<file path="src/rtl/mask_index_encoder.sv">
// ----------------------------------------------------------------------------
// mask_index_encoder
//
// Purpose
//   Turns a WIDTH-bit multi-hot mask back into a stream of SIZE-bit binary
//   indices, one index per output beat, in priority order. This is the inverse
//   of a binary-to-one-hot decoder. A typical use is draining a vector of
//   pending requests one request at a time.
//
//   An all-zero mask still produces exactly one beat. That beat has
//   out_none=1, out_index=0 and out_last=1, so every accepted mask is
//   acknowledged downstream.
//
// Configuration macro
//   ENCODER_MSB_FIRST_EN
//     Undefined (default): beats are emitted lowest set bit first.
//     Defined:             beats are emitted highest set bit first.
//   out_last, out_none and the handshakes behave the same in both builds.
//
// Parameters
//   SIZE   index width in bits (>= 1)
//   WIDTH  mask width; only WIDTH == 1 << SIZE is supported
//
// Ports
//   clk        in   1      rising-edge clock
//   rst_n      in   1      asynchronous active-low reset
//   in_valid   in   1      in_mask is valid
//   in_ready   out  1      a mask can be accepted this cycle
//   in_mask    in   WIDTH  multi-hot mask to encode
//   out_valid  out  1      out_index/out_last/out_none are valid
//   out_ready  in   1      downstream accepts the current beat
//   out_index  out  SIZE   binary index of the current set bit
//   out_last   out  1      current beat is the final beat of its mask
//   out_none   out  1      accepted mask was all-zero; beat has no index
// ----------------------------------------------------------------------------
module mask_index_encoder #(
  parameter int SIZE  = 3,
  parameter int WIDTH = 1 << SIZE
) (
  input  logic             clk,
  input  logic             rst_n,
  input  logic             in_valid,
  output logic             in_ready,
  input  logic [WIDTH-1:0] in_mask,
  output logic             out_valid,
  input  logic             out_ready,
  output logic [SIZE-1:0]  out_index,
  output logic             out_last,
  output logic             out_none
);

  typedef enum logic [0:0] {
    ST_IDLE = 1'b0,
    ST_BUSY = 1'b1
  } state_t;

  // Registered state. rem_r holds every bit not yet emitted, including the
  // bit of the beat currently presented on out_index.
  state_t           state_r;
  logic [WIDTH-1:0] rem_r;

  // Next-state values, computed combinationally.
  state_t           state_s;
  logic [WIDTH-1:0] rem_s;
  logic             valid_s;
  logic [SIZE-1:0]  index_s;
  logic             last_s;
  logic             none_s;

  // Handshake qualifiers.
  logic             beat_fire_s;
  logic             accept_s;
  logic [WIDTH-1:0] rem_after_s;

  // Returns the index of the highest-priority set bit of m, or 0 if m is 0.
  // The loop direction chooses which bit wins: the index written last is
  // the one that is kept.
  function automatic logic [SIZE-1:0] prio_index(input logic [WIDTH-1:0] m);
    logic [SIZE-1:0] idx;
    idx = {SIZE{1'b0}};
`ifdef ENCODER_MSB_FIRST_EN
    for (int i = 0; i < WIDTH; i++) begin
      if (m[i]) begin
        idx = SIZE'(i);
      end else begin
        idx = idx;
      end
    end
`else
    for (int i = WIDTH - 1; i >= 0; i--) begin
      if (m[i]) begin
        idx = SIZE'(i);
      end else begin
        idx = idx;
      end
    end
`endif
    return idx;
  endfunction

  // Returns 1 when m has at most one set bit. A zero mask therefore also
  // reports "last", which gives the single out_none beat its out_last=1.
  function automatic logic at_most_one(input logic [WIDTH-1:0] m);
    return ((m & (m - {{(WIDTH-1){1'b0}}, 1'b1})) == {WIDTH{1'b0}});
  endfunction

  // Returns a one-hot vector that selects bit idx.
  function automatic logic [WIDTH-1:0] index_onehot(input logic [SIZE-1:0] idx);
    return {{(WIDTH-1){1'b0}}, 1'b1} << idx;
  endfunction

  assign beat_fire_s = out_valid & out_ready;

  // The last beat hands off to the next mask in the same cycle. This keeps
  // back-to-back masks bubble-free, at the cost of a combinational path
  // from out_ready to in_ready.
  assign in_ready    = (state_r == ST_IDLE) | (beat_fire_s & out_last);

  assign accept_s    = in_valid & in_ready;

  // Remaining bits once the presented beat has been taken.
  assign rem_after_s = rem_r & ~index_onehot(out_index);

  // Next-state and next-beat selection. The default is to hold everything,
  // which also covers a stall.
  always_comb begin
    state_s = state_r;
    rem_s   = rem_r;
    valid_s = out_valid;
    index_s = out_index;
    last_s  = out_last;
    none_s  = out_none;

    case (state_r)
      ST_IDLE: begin
        if (accept_s) begin
          state_s = ST_BUSY;
          rem_s   = in_mask;
          valid_s = 1'b1;
          index_s = prio_index(in_mask);
          last_s  = at_most_one(in_mask);
          none_s  = (in_mask == {WIDTH{1'b0}});
        end else begin
          state_s = ST_IDLE;
        end
      end

      ST_BUSY: begin
        if (beat_fire_s) begin
          if (out_last) begin
            if (accept_s) begin
              // The next mask's first beat follows the last beat directly.
              state_s = ST_BUSY;
              rem_s   = in_mask;
              valid_s = 1'b1;
              index_s = prio_index(in_mask);
              last_s  = at_most_one(in_mask);
              none_s  = (in_mask == {WIDTH{1'b0}});
            end else begin
              state_s = ST_IDLE;
              rem_s   = {WIDTH{1'b0}};
              valid_s = 1'b0;
              index_s = {SIZE{1'b0}};
              last_s  = 1'b0;
              none_s  = 1'b0;
            end
          end else begin
            state_s = ST_BUSY;
            rem_s   = rem_after_s;
            valid_s = 1'b1;
            index_s = prio_index(rem_after_s);
            last_s  = at_most_one(rem_after_s);
            none_s  = 1'b0;
          end
        end else begin
          // Stall, or no beat pending: hold everything.
          state_s = ST_BUSY;
        end
      end

      default: begin
        // An illegal state encoding recovers to a clean idle.
        state_s = ST_IDLE;
        rem_s   = {WIDTH{1'b0}};
        valid_s = 1'b0;
        index_s = {SIZE{1'b0}};
        last_s  = 1'b0;
        none_s  = 1'b0;
      end
    endcase
  end

  // State, remaining-bit and output registers. Reset clears them at once.
  always_ff @(posedge clk or negedge rst_n) begin
    if (!rst_n) begin
      state_r   <= ST_IDLE;
      rem_r     <= {WIDTH{1'b0}};
      out_valid <= 1'b0;
      out_index <= {SIZE{1'b0}};
      out_last  <= 1'b0;
      out_none  <= 1'b0;
    end else begin
      state_r   <= state_s;
      rem_r     <= rem_s;
      out_valid <= valid_s;
      out_index <= index_s;
      out_last  <= last_s;
      out_none  <= none_s;
    end
  end

endmodule

</file>
<file path="config.mk">
export PLATFORM = sky130hd
export DESIGN_NAME = mask_index_encoder
export DESIGN_NICKNAME = d
export VERILOG_FILES = /design/src/rtl/mask_index_encoder.sv
export SDC_FILE = /design/constraint.sdc
export NUM_CORES = 1
export LEC_CHECK = 0
export CORE_MARGIN = 2
export CORE_UTILIZATION = 50
export CTS_CLUSTER_SIZE = 10
export DETAILED_ROUTE_END_ITERATION = 7
export PLACE_DENSITY = 0.86
export SLEW_MARGIN = 30
export SYNTH_ARGS = -nofsm -noshare
export SYNTH_HDL_FRONTEND = slang
export SYNTH_SLANG_ARGS = --single-unit
</file>
<file path="constraint.sdc">
create_clock -name clk -period 4.43 [get_ports clk]
set_input_delay 1.329 -clock clk [delete_from_list [all_inputs] [get_ports clk]]
set_output_delay 1.329 -clock clk [all_outputs]
set_load 0.02 [all_outputs]
</file>
# ---- Word-level counts from Yosys, hierarchy flattened
# Index checks and enable logic that the tools add are counted.
# Widths: inputs -> output; s select.
dict set report word_totals {
  output_inout_bits 7
  reg_bits 15
  wordCells 67
  input_bits 12
}
dict set report classes {
  n_bitwise 9
  mux 43
  reduce_logical 4
  n_addsub 2
  shifts 1
  eq_ne 2
}
# operator n
set ops {}
lappend ops {{$mux 3} 20}
lappend ops {{$mux 8} 4}
lappend ops {{$and 8x8->8} 3}
lappend ops {{$logic_not 8->1} 3}
lappend ops {{$pmux 8 s2} 1}
lappend ops {{$sub 8x1->8 const B} 2}
lappend ops {{$mux 1} 13}
lappend ops {{$not 8->8} 1}
lappend ops {{$pmux 1 s2} 4}
lappend ops {{$shl 1x3->8 const A} 1}
lappend ops {{$pmux 3 s2} 1}
lappend ops {{$and 1x1->1} 3}
lappend ops {{$ne 2x1->1 const B} 1}
lappend ops {{$ne 2x2->1 const B} 1}
lappend ops {{$reduce_and 2->1} 1}
lappend ops {{$not 1->1} 1}
lappend ops {{$or 1x1->1} 1}

# ---- Depth between registers and ports, before layout
# Gate-level depths: netlist of run 1.
dict set report depth {
  ltp_word 14
  depth_mapped 6
  mapped_depth_nobuf 5
}

# ---- Worst setup path after synthesis of run 1
# OpenSTA, ideal clock, no wires.
dict set report synth_timing {
  kind {input port to output port}
  start {input out_ready}
  end {output in_ready}
  slack_ps 1498
  required_time_ps 3101
  arrival_time_ps 1603
  n_path_buf 0
  cell_stages 2
  cell_sequence {nand3_1 nand2_1}
}
dict set report synth_between {
  elab_chain_len 3
}
# element line_no
set synth_lines {}
lappend synth_lines {{start: declaration} 46} ;# input logic out_ready,
lappend synth_lines {{$and 1x1->1} 112} ;# assign beat_fire_s = out_valid & out_ready;
lappend synth_lines {{$and 1x1->1} 117} ;# assign in_ready = (state_r == ST_IDLE) | (beat_fire_s & out_last);
lappend synth_lines {{$or 1x1->1} 117}
lappend synth_lines {{end: declaration} 43} ;# output logic in_ready,
# No other way between the ends.

# ---- Worst setup path after layout of run 1
# Same ends and word-level chain as after synthesis.

==> run_results.csv, run 1 <==
group,metric,value,unit
status,status,"completed",
die,die_w,52.8,um
grt,antenna_found_initial,0,
routing,antenna_left,0,
layout,finalInstanceArea,1400,sq um
power,leakagePower,0.000549,uW
routing,drtPass1Iterations,4,
power,swShare,48.5,%
worst_setup_path,critical_path_class,"in -> out",
power,power_frac_comb,55.5,%
yosys,synthAdderAreaFrac,0.947,%
yosys,synth_xor_xnor_area_share,0,%
die,dieArea,2780,sq um
yosys,synth-simple-area-share,28.9,%
yosys,synthArstFlopShare,100,%
sta,finalHoldViolCount,0,
layout,seq_area,375,sq um
placed_design,place_area,1370,sq um
clock_network,htree_levels,1,
routing,vias,1209,
yosys,ys_ff_latch,15,
sta,min_period,4.03,ns
sta,setup_viol,0,
worst_setup_path,reg2reg_to,"out_last",
layout,drive_above_1_share,8.67,%
sta,clock_skew,0.00871,ns
worst_setup_path,critical_path.startpoint,"out_ready",
yosys,syn_avg_cell_area,7.52,sq um
worst_setup_path,worstSetupEndpointType,"output port",
yosys,synthMuxAreaShare,2.74,%
clock_network,cts_buffers,3,
placed_design,dp_slack,0.409,ns
yosys,synth_compound_area_share,31.5,%
clock_network,cts_tree,"built",
power,power_density,625,nW/um^2
placed_design,gp_congestion,0.918,
worst_setup_path,reg2reg_depth,5,
grt,grt_pass1_wl,4860,um
sta,tightest_slew,0.698,ns
clock_network,cts_resized,0,
clock_network,cts-root-buf,"clkbuf_4",
placed_design,hpwl,2210,um
yosys,synth_edf_count,0,
power,p_int,451,uW
worst_setup_path,reg2reg_from,"out_index[0]",
power,p_seq_share,35.1,%
routing,drc_errors,0,
sta,period_share,90.9,%
power,finalPower,875,uW
worst_setup_path,crit_arrival,2.70,ns
yosys,synth_top_family_by_area,"compound AO/OA/AOI/OAI gates",
routing,viasPerCell,6.01,
layout,multi_input_area,762,sq um
layout,diodes,0,
worst_setup_path,cp-start-kind,"input pin",
placed_design,portBuffers,18,
grt,grtUsageTotal,23.9,%
yosys,synth_ff_type,"dfrtp_1",
sta,max_freq,248,MHz
die,die_h,52.8,um
layout,n_fill_cell,211,
yosys,ys_seq_area_share,31.6,%
routing,wl_per_cell,14.4,um
power,clkPwrFrac,9.3,%
worst_setup_path,crit_end,"in_ready",
die,placeableCoreArea,2230,sq um
layout,nets,186,
clock_network,postCtsSetupBuffers,0,
die,start_util,53.2,%
power,ir_drop,0.000347,V
sta,tns,0,ns
yosys,ys_types,42,
clock_network,clk_latency,0.29,ns
clock_network,cts_hold_buf,0,
worst_setup_path,reg2reg_slack,2.33,ns
die,row_count,17,
worst_setup_path,required,3.10,ns
sta,hold_ws,0.514,ns
sta,setup_ws,0.401,ns
power,p_sw,424,uW
die,ioPinCount,19,
clock_network,clk_path_buf_depth,2,
grt,grt_pass1_vias,1098,
layout,area_growth_syn_to_layout,17.7,%
clock_network,cts_sinks,15,
sta,relSlewSlack,53.3,%
grt,grt-ovfl-total,0,
clock_network,path_clk_slew,0.10,ns
yosys,syn-cell-area,1190,sq um
yosys,synth_fp_nets,170,
yosys,yosys_warnings,0,
worst_setup_path,worstPathMaxFanout,3,
job,cap_violations,0,
sta,rsz0062_at_grt,"no",
grt,grt_max_degree,23,
hold_path,hp-class,"reg -> reg",
yosys,syn_inst,158,
routing,wl,2900,um
routing,drt_iter0_drc,45,
sta,drv_slew,0,
==> layout by cell type, fill, tap and decap left out, types with 2 or more instances in the layout <==
| cell type | netlist | final |
|---|---|---|
| nand2_1 | 25 | 25 |
| nor2_1 | 23 | 23 |
| clkdlybuf4s50_1 | 0 | 18 |
| dfrtp_1 | 15 | 15 |
| o21ai_0 | 14 | 14 |
| a21oi_1 | 12 | 12 |
| nor2b_1 | 7 | 7 |
| inv_1 | 5 | 5 |
| a31oi_1 | 5 | 5 |
| nand2b_1 | 4 | 4 |
| nand3_1 | 3 | 3 |
| a22o_1 | 3 | 3 |
| a32oi_1 | 3 | 3 |
| clkbuf_4 | 0 | 3 |
| a31o_2 | 2 | 2 |
| mux2_2 | 2 | 2 |
| nand3b_1 | 2 | 2 |
| o31ai_1 | 2 | 2 |
| or3b_2 | 2 | 2 |
==> layout make-up <==
cell class,count,area share (%)
inverters,5,1.34
multi-input cells,131,54.5
well taps,28,2.50
flip-flops and latches,15,26.8
clock inverters,1,0.358
clock buffers,3,1.61
repair buffers,18,12.9
==> per-layer routing <==
layer	share of wire, %	vias up	GRT usage (%)	routed length [um]
met1	45	563	31.5	1290
met3	3.7	6	1.71	107
li1	-	607	-	-
met2	50	33	39.6	1440
met4	2.1	0	11.1	62
met5	0	-	0	0
==> synth_stat cells (2+ instances only) <==
| library cell | n | area [sq um] |
|---|---|---|
| o21ai_0 | 14 | 70.1 |
| a21oi_1 | 12 | 60.1 |
| o31ai_1 | 2 | 15.0 |
| a22o_1 | 3 | 26.3 |
| or3b_2 | 2 | 17.5 |
| nand2_1 | 25 | 93.8 |
| buf_2 | 5 | 25.0 |
| a31oi_1 | 5 | 31.3 |
| nand3_1 | 3 | 15.0 |
| nand3b_1 | 2 | 15.0 |
| a31o_2 | 2 | 17.5 |
| dfrtp_1 | 15 | 375 |
| nand2b_1 | 4 | 25.0 |
| nor2_1 | 23 | 86.3 |
| nor2b_1 | 7 | 43.8 |
| a32oi_1 | 3 | 26.3 |
| mux2_2 | 2 | 22.5 |
| inv_1 | 5 | 18.8 |
==> state kept, by name, indices dropped and copies added (netlist names) <==
signal	cells
rem_r	8
out_last	1
out_index	3
out_valid	1
out_none	1
state_r	1
==> worst min-delay path by stage <==
stage	endpoint	slack [ns]	startpoint	cells after the start
5_1_grt	out_none	0.56	out_none	1
4_1_cts	out_none	0.52	out_none	1
3_3_place_gp	out_none	0.49	out_none	1
2_1_floorplan	rem_r[6]	0.53	rem_r[6]	1
6_report	out_none	0.51	out_none	1
3_5_place_dp	out_none	0.50	out_none	1
==> kinds of logic after synthesis <==
group,Yosys count
and+or+nand+nor,72
AOI/OAI and AO/OA,55
muxes,3
buffers and inverters,12
adders and majority gates,1
DFF,15
==> worst max-delay path: stages <==
cell and delay [ns]:
clkdlybuf4s50_1 0.54, nand3_1 0.13, nand2_1 0.10, clkdlybuf4s50_1 0.60
==> through the flow <==
step / util, % / std cells
finish: 62.6 / 201
global route: 62.6 / 201
CTS: 62.6 / 201
detailed placement: 61.4 / 197
global placement: 61.4 / 197
floorplan: - / 158
==> power groups by stage <==
stage	sequential [uW]	clock [uW]	combinational (uW)
CTS	305	82.8	485
global route	321	93.4	541
floorplan	272	0	377
global placement	304	0	470
detailed placement	309	0	484
finish	307	81.8	486
Power figures use the tool's default switching activity.
==> run 2, diff against run 1 <==
--- a/config.mk
+++ b/config.mk
@@ -10,6 +10,7 @@
 export CTS_CLUSTER_SIZE = 10
 export DETAILED_ROUTE_END_ITERATION = 7
 export PLACE_DENSITY = 0.86
+export SKIP_LAST_GASP = 1
 export SLEW_MARGIN = 30
 export SYNTH_ARGS = -nofsm -noshare
 export SYNTH_HDL_FRONTEND = slang
==> results of run 2 <==
The final DEF is identical to that of run 1; final timing and power are the same.
